<file path="config.mk">
export PLATFORM = sky130hd
export DESIGN_NAME = lcd_console_writer_flat
export DESIGN_NICKNAME = d
export VERILOG_FILES = /design/src/rtl/lcd_console_writer_if.sv /design/src/rtl/lcd_console_writer.sv /design/src/flat_wrapper.sv
export SDC_FILE = /design/constraint.sdc
export NUM_CORES = 1
export LEC_CHECK = 0
export ABC_CLOCK_PERIOD_IN_PS = 6200
export CAP_MARGIN = 20
export CORE_UTILIZATION = 40
export CTS_CLUSTER_DIAMETER = 30
export DETAILED_ROUTE_END_ITERATION = 10
export PLACE_DENSITY = 0.66
export SLEW_MARGIN = 15
export SYNTH_ARGS = -nofsm -noshare
export SYNTH_HDL_FRONTEND = slang
export SYNTH_SLANG_ARGS = --single-unit
</file>
<file path="constraint.sdc">
create_clock -name clk -period 6.2 [get_ports clk]
set_input_delay 1.24 -clock clk [delete_from_list [all_inputs] [get_ports clk]]
set_output_delay 1.24 -clock clk [all_outputs]
set_load 0.02 [all_outputs]
</file>
<file path="src/rtl/lcd_console_writer_if.sv">
// Character-input and screen-memory write handshakes for lcd_console_writer.
// master: the console writer; slave: the character producer plus memory responder.
interface lcd_console_writer_if;
    logic        ch_valid;
    logic [7:0]  ch_data;
    logic        ch_ready;
    logic        bus_select;
    logic [3:0]  bus_wstrb;
    logic [9:0]  bus_addr;
    logic [31:0] bus_data;
    logic        bus_ready;

    modport master (
        input  ch_valid, ch_data, bus_ready,
        output ch_ready, bus_select, bus_wstrb, bus_addr, bus_data
    );

    modport slave (
        output ch_valid, ch_data, bus_ready,
        input  ch_ready, bus_select, bus_wstrb, bus_addr, bus_data
    );
endinterface

</file>
<file path="src/rtl/lcd_console_writer.sv">
// Turns an ASCII stream into byte writes of font indices to an ASCII screen memory.
// Optional macro LCD_CONSOLE_AUTOCLEAR_EN: blank every newly entered row before accepting more input.
module lcd_console_writer #(
    parameter int COLUMNS = 60,
    parameter int ROWS    = 17
) (
    input  logic                 clk,
    input  logic                 rst_n,
    lcd_console_writer_if.master io,
    output logic [5:0]           cursor_col,
    output logic [4:0]           cursor_row
);
    localparam logic [5:0] LAST_COL    = 6'(COLUMNS - 1);
    localparam logic [4:0] LAST_ROW    = 5'(ROWS - 1);
    localparam logic [7:0] SCREEN_LAST = 8'(COLUMNS * ROWS / 4 - 1);
`ifdef LCD_CONSOLE_AUTOCLEAR_EN
    localparam logic [7:0] ROW_LAST    = 8'(COLUMNS / 4 - 1);
`endif

    typedef enum logic [1:0] {
        ST_IDLE       = 2'd0,
        ST_WRITE      = 2'd1,
        ST_CLR_SCREEN = 2'd2
`ifdef LCD_CONSOLE_AUTOCLEAR_EN
        , ST_CLR_ROW  = 2'd3
`endif
    } state_e;

    function automatic logic [9:0] cell_offset(input logic [4:0] row, input logic [5:0] col);
        return 10'(row) * 10'(COLUMNS) + 10'(col);
    endfunction

    function automatic logic [3:0] lane_strobe(input logic [9:0] offset);
        return 4'b0001 << offset[1:0];
    endfunction

    function automatic logic [31:0] glyph_word(input logic [7:0] ch);
        logic [7:0] idx;
        idx = {1'b0, ch[6:0] - 7'h20};
        return {4{idx}};
    endfunction

    state_e      state_q, state_d;
    logic [5:0]  col_q, col_d;
    logic [4:0]  row_q, row_d;
    logic        sel_q, sel_d;
    logic [3:0]  wstrb_q, wstrb_d;
    logic [9:0]  addr_q, addr_d;
    logic [31:0] data_q, data_d;
    logic        ready_q, ready_d;
    logic [7:0]  word_q, word_d;
    logic        erase_q, erase_d;
    logic [4:0]  next_row_s;
    logic [9:0]  cur_off_s;
    logic [9:0]  bs_off_s;

    assign next_row_s = (row_q == LAST_ROW) ? 5'd0 : row_q + 5'd1;
    assign cur_off_s  = cell_offset(row_q, col_q);
    assign bs_off_s   = cell_offset(row_q, col_q - 6'd1);

    // State and datapath registers with synchronous active-low reset
    always_ff @(posedge clk) begin
        if (!rst_n) begin
            state_q <= ST_IDLE;
            col_q   <= 6'd0;
            row_q   <= 5'd0;
            sel_q   <= 1'b0;
            wstrb_q <= 4'h0;
            addr_q  <= 10'd0;
            data_q  <= 32'h0;
            ready_q <= 1'b0;
            word_q  <= 8'd0;
            erase_q <= 1'b0;
        end else begin
            state_q <= state_d;
            col_q   <= col_d;
            row_q   <= row_d;
            sel_q   <= sel_d;
            wstrb_q <= wstrb_d;
            addr_q  <= addr_d;
            data_q  <= data_d;
            ready_q <= ready_d;
            word_q  <= word_d;
            erase_q <= erase_d;
        end
    end

    // Next-state and next-datapath logic
    always_comb begin
        state_d = state_q;
        col_d   = col_q;
        row_d   = row_q;
        sel_d   = sel_q;
        wstrb_d = wstrb_q;
        addr_d  = addr_q;
        data_d  = data_q;
        word_d  = word_q;
        erase_d = erase_q;
        case (state_q)
            ST_IDLE: begin
                if (io.ch_valid && ready_q) begin
                    if (io.ch_data >= 8'h20 && io.ch_data <= 8'h7E) begin
                        state_d = ST_WRITE;
                        sel_d   = 1'b1;
                        addr_d  = cur_off_s;
                        wstrb_d = lane_strobe(cur_off_s);
                        data_d  = glyph_word(io.ch_data);
                        erase_d = 1'b0;
                    end else begin
                        case (io.ch_data)
                            8'h0A: begin
                                col_d = 6'd0;
                                row_d = next_row_s;
`ifdef LCD_CONSOLE_AUTOCLEAR_EN
                                state_d = ST_CLR_ROW;
                                addr_d  = cell_offset(next_row_s, 6'd0);
                                wstrb_d = 4'hF;
                                data_d  = 32'h0;
                                word_d  = 8'd0;
`endif
                            end
                            8'h0D: col_d = 6'd0;
                            8'h08: begin
                                // Backspace moves first, then blanks the cell it lands on
                                if (col_q != 6'd0) begin
                                    col_d   = col_q - 6'd1;
                                    state_d = ST_WRITE;
                                    sel_d   = 1'b1;
                                    addr_d  = bs_off_s;
                                    wstrb_d = lane_strobe(bs_off_s);
                                    data_d  = 32'h0;
                                    erase_d = 1'b1;
                                end else begin
                                    col_d = col_q;
                                end
                            end
                            8'h0C: begin
                                state_d = ST_CLR_SCREEN;
                                sel_d   = 1'b1;
                                addr_d  = 10'd0;
                                wstrb_d = 4'hF;
                                data_d  = 32'h0;
                                word_d  = 8'd0;
                            end
                            default: state_d = ST_IDLE;
                        endcase
                    end
                end else begin
                    state_d = ST_IDLE;
                end
            end
            ST_WRITE: begin
                if (io.bus_ready) begin
                    sel_d = 1'b0;
                    if (erase_q) begin
                        state_d = ST_IDLE;
                    end else if (col_q == LAST_COL) begin
                        col_d = 6'd0;
                        row_d = next_row_s;
`ifdef LCD_CONSOLE_AUTOCLEAR_EN
                        state_d = ST_CLR_ROW;
                        addr_d  = cell_offset(next_row_s, 6'd0);
                        wstrb_d = 4'hF;
                        data_d  = 32'h0;
                        word_d  = 8'd0;
`else
                        state_d = ST_IDLE;
`endif
                    end else begin
                        col_d   = col_q + 6'd1;
                        state_d = ST_IDLE;
                    end
                end else begin
                    sel_d = 1'b1;
                end
            end
            // Select drops for one cycle after every word so each handshake is distinct
            ST_CLR_SCREEN: begin
                if (!sel_q) begin
                    sel_d = 1'b1;
                end else if (io.bus_ready) begin
                    sel_d = 1'b0;
                    if (word_q == SCREEN_LAST) begin
                        state_d = ST_IDLE;
                        col_d   = 6'd0;
                        row_d   = 5'd0;
                    end else begin
                        word_d = word_q + 8'd1;
                        addr_d = addr_q + 10'd4;
                    end
                end else begin
                    sel_d = 1'b1;
                end
            end
`ifdef LCD_CONSOLE_AUTOCLEAR_EN
            ST_CLR_ROW: begin
                if (!sel_q) begin
                    sel_d = 1'b1;
                end else if (io.bus_ready) begin
                    sel_d = 1'b0;
                    if (word_q == ROW_LAST) begin
                        state_d = ST_IDLE;
                    end else begin
                        word_d = word_q + 8'd1;
                        addr_d = addr_q + 10'd4;
                    end
                end else begin
                    sel_d = 1'b1;
                end
            end
`endif
            default: begin
                state_d = ST_IDLE;
                sel_d   = 1'b0;
            end
        endcase
        ready_d = (state_d == ST_IDLE);
    end

    // Outputs come straight from registers
    always_comb begin
        io.ch_ready   = ready_q;
        io.bus_select = sel_q;
        io.bus_wstrb  = wstrb_q;
        io.bus_addr   = addr_q;
        io.bus_data   = data_q;
        cursor_col    = col_q;
        cursor_row    = row_q;
    end
endmodule

</file>
<file path="src/flat_wrapper.sv">
// flat-port wrapper written by rule: the top's interface ports become plain ports
module lcd_console_writer_flat 
#(
    parameter int COLUMNS = 60,
    parameter int ROWS    = 17
)
  (clk, rst_n, cursor_col, cursor_row, io_ch_valid, io_ch_data, io_bus_ready, io_ch_ready, io_bus_select, io_bus_wstrb, io_bus_addr, io_bus_data);
  lcd_console_writer_if io_i ();
  input  logic clk;
  input  logic rst_n;
  output logic [5:0] cursor_col;
  output logic [4:0] cursor_row;
  input wire logic [$bits(io_i.ch_valid)-1:0] io_ch_valid;
  input wire logic [$bits(io_i.ch_data)-1:0] io_ch_data;
  input wire logic [$bits(io_i.bus_ready)-1:0] io_bus_ready;
  output wire logic [$bits(io_i.ch_ready)-1:0] io_ch_ready;
  output wire logic [$bits(io_i.bus_select)-1:0] io_bus_select;
  output wire logic [$bits(io_i.bus_wstrb)-1:0] io_bus_wstrb;
  output wire logic [$bits(io_i.bus_addr)-1:0] io_bus_addr;
  output wire logic [$bits(io_i.bus_data)-1:0] io_bus_data;
  assign io_i.ch_valid = io_ch_valid;
  assign io_i.ch_data = io_ch_data;
  assign io_i.bus_ready = io_bus_ready;
  assign io_ch_ready = io_i.ch_ready;
  assign io_bus_select = io_i.bus_select;
  assign io_bus_wstrb = io_i.bus_wstrb;
  assign io_bus_addr = io_i.bus_addr;
  assign io_bus_data = io_i.bus_data;
  lcd_console_writer #(.COLUMNS(COLUMNS), .ROWS(ROWS)) u_core (.clk(clk), .rst_n(rst_n), .io(io_i), .cursor_col(cursor_col), .cursor_row(cursor_row));
endmodule
</file>
==> out/metrics.cfg <==
[drt]
wl_per_cell_um=14.8
routed_wl_mm=9.52
ant_nets=0
first_pass_iters=4
vias_per_cell=5.50
vias=3539
drt_iter0_drc=185
drc_errors=0

[clocking]
root_buffer=clkbuf_8
clk_pin_slew_worst_paths_ns=0.11
cts_made_buffers=5
holdBufCountCts=0
post_cts_buffers=0
clockBufferDepth=2
clock_sinks=45
cts_resized=0
cts_tree=done
htree_levels=2
clk_latency_ns=0.31

[setup_path]
setup.worst_path.end_class=register
cp.arrival_ns=4.07
critPathKind=reg2reg
crit_chain=fa_1, fa_1, inv_1, fa_1, inv_1, ha_1, o21ai_0, nor2_1, o21ai_0, nor3b_1, a2111oi_0, o211ai_1
cpMostUsedCell=fa_1
cp_slowest_cell=dfxtp_1
max_stage_delay_ns=0.58
worstPathRequired_ns=6.39
critPathLaunchType=register
cp_max_fo=9

[placed_design]
post-dp-hpwl_mm=7.28
place_congestion=0.835
portBuffers=66

[timing]
clock_skew_ns=0.00975
fin_tns_setup_ns=0
finalHoldViolCount=0
fin_hold_ws_ns=0.499
tightest_slew_ns=0.762
rsz0062_at_grt=false
drv_slew=0
fin_crit_sh=0.627
setup_viol=0
final.min_clock_period_ns=3.89
slew_headroom=0.492
fmax_ghz=0.257

[synthesis]
syn_avg_cell_area_sq_um=8.06
synth_top_area_cell=dfxtp_1
seq_area_frac_synth=0.233
synth_enable_flop_cells=0
synthFlopType=dfxtp_1
synth.cell_area_sq_mm=0.00386
ys_ff_latch=45
async_flop_share=0
yosysMostFrequentCell=dfxtp_1
synth_top_area_frac=0.233
ys_types=66
yosys_warnings=0
synthTopCellsByArea=dfxtp_1, ha_1, buf_4, fa_1, a21oi_1
synth_top_cells_by_count=dfxtp_1, nand2_1, nor2_1, ha_1, a21oi_1
syn_inst=479

[floorplan]
die_width_um=100
die_h_um=100
ios=71
fp-row-count=35
initial_utilization=0.416
dieArea_sq_mm=0.0101
core_sq_mm=0.00928

[global_routing]
grt_max_degree=40
grtUsageTotal=0.188
grt_pass1_wl_mm=15.4
first_global_vias=3238
antenna_found_initial=0
grt_overflow=0

[cells_and_area]
drive_gt1_frac=0.0388
n_fill_cell=935
antenna_cells=0
nNetsFinal=570
area_growth_pct=17.5

[status]
status=finished clean

[power_and_ir_drop]
p_leak_uw=0.00178
powerDensity_mw_per_mm2=143
ir_drop_mv=0.122

[worst_hold_path]
holdCritPathClass=reg2reg

[flow_run]
drv_cap=0

## path summary, 6_finish.rpt
kind / endpoint / depth (start not counted) / slack [ns] / startpoint
worst max register to register: u_core.io.bus_addr[9] / 12 / 2.31 / u_core.cursor_row[2]
worst min-delay path: u_core.word_q[7] / 2 / 0.50 / u_core.word_q[7]
worst min register to register: u_core.word_q[7] / 2 / 0.50 / u_core.word_q[7]
worst max-delay path: u_core.io.bus_addr[9] / 12 / 2.31 / u_core.cursor_row[2]
## sequential cells by signal (all words and copies together), names as in the netlist
register / cells
u_core.word_q: 8
u_core.cursor_row: 5
u_core.state_q: 2
u_core.cursor_col: 6
u_core.io.bus_data: 7
u_core.io.bus_select: 1
u_core.erase_q: 1
u_core.io.bus_wstrb: 4
u_core.io.ch_ready: 1
u_core.io.bus_addr: 10
## cell type report
type,count,area (sq um),area share
multi-input combinational,369,2590,0.571
sequential,45,901,0.199
timing repair buffer,67,668,0.147
tap,129,161,0.0356
inverter,26,97.6,0.0215
clock buffer,5,68.8,0.0152
clock inverter,3,50.0,0.0110
## critical path, delay by kind of cell (launching register included)
kind	cells	cell delay (ns)
flops	1	0.58
fa+ha+maj	4	1.83
buf+inv	2	0.12
simple gates	2	0.19
compound gates	4	1.07
## per-layer routing
| metal | global-route usage | routed length (um) | vias up |
|---|---|---|---|
| met4 | 0.0401 | 60 | 0 |
| met5 | 0 | 0 | - |
| met2 | 0.325 | 4660 | 80 |
| met3 | 0.0244 | 310 | 4 |
| met1 | 0.251 | 4480 | 1691 |
| li1 | - | - | 1764 |
## stage by stage
step	util	instance area [sq um]	instances	worst slack (ns)	total power [uW]
after floorplan	-	3870	482	2.58	378
after global placement	0.476	4420	636	2.45	410
after detailed placement	0.476	4420	636	2.31	411
after CTS	0.489	4540	644	2.32	655
after global routing	0.489	4540	644	2.00	678
final	0.489	4540	644	2.31	650
## cells in the final DEF (no fill, tap or decap), types with 2 or more instances in the layout
cell type        netlist  layout
clkdlybuf4s50_1        0      66
dfxtp_1               45      45
nand2_1               42      42
nor2_1                37      37
ha_1                  35      35
a21oi_1               33      33
o21ai_0               26      26
inv_1                 25      25
nand3_1               15      15
nor2b_1               14      14
xor2_1                13      13
a22oi_1               12      12
nor3_1                11      11
a211oi_1              11      11
nand4_1               10      10
fa_1                   9       9
xnor2_1                8       8
a21boi_0               7       7
nand2b_1               6       6
a21o_1                 6       6
or3_1                  5       5
clkbuf_8               0       5
and3_1                 4       4
o21a_1                 4       4
o211ai_1               4       4
o22ai_1                4       4
and2_1                 4       4
conb_1                 1       4
a31oi_1                3       3
nor3b_1                3       3
nand4b_1               2       2
o211a_1                2       2
nand3b_1               2       2
o21bai_1               2       2
a41o_1                 2       2
a221o_1                2       2
## where the power goes
group / internal [uW] / switching (uW)
registers: 295 / 7.21
logic: 43.6 / 60.4
clock network: 124 / 120
## cells by family after synthesis
family / Yosys count / share of synthesized area
buffers and inverters: 68 / 0.0992
XOR/XNOR: 21 / 0.0476
other: 1 / 0.000971
adder cells (fa/ha/maj): 44 / 0.160
multiplexers: 1 / 0.00259
AND/OR/NAND/NOR: 164 / 0.219
AO/OA/AOI/OAI: 135 / 0.237
flip-flops: 45 / 0.233
No activity file was read; power rests on OpenSTA's default activity.
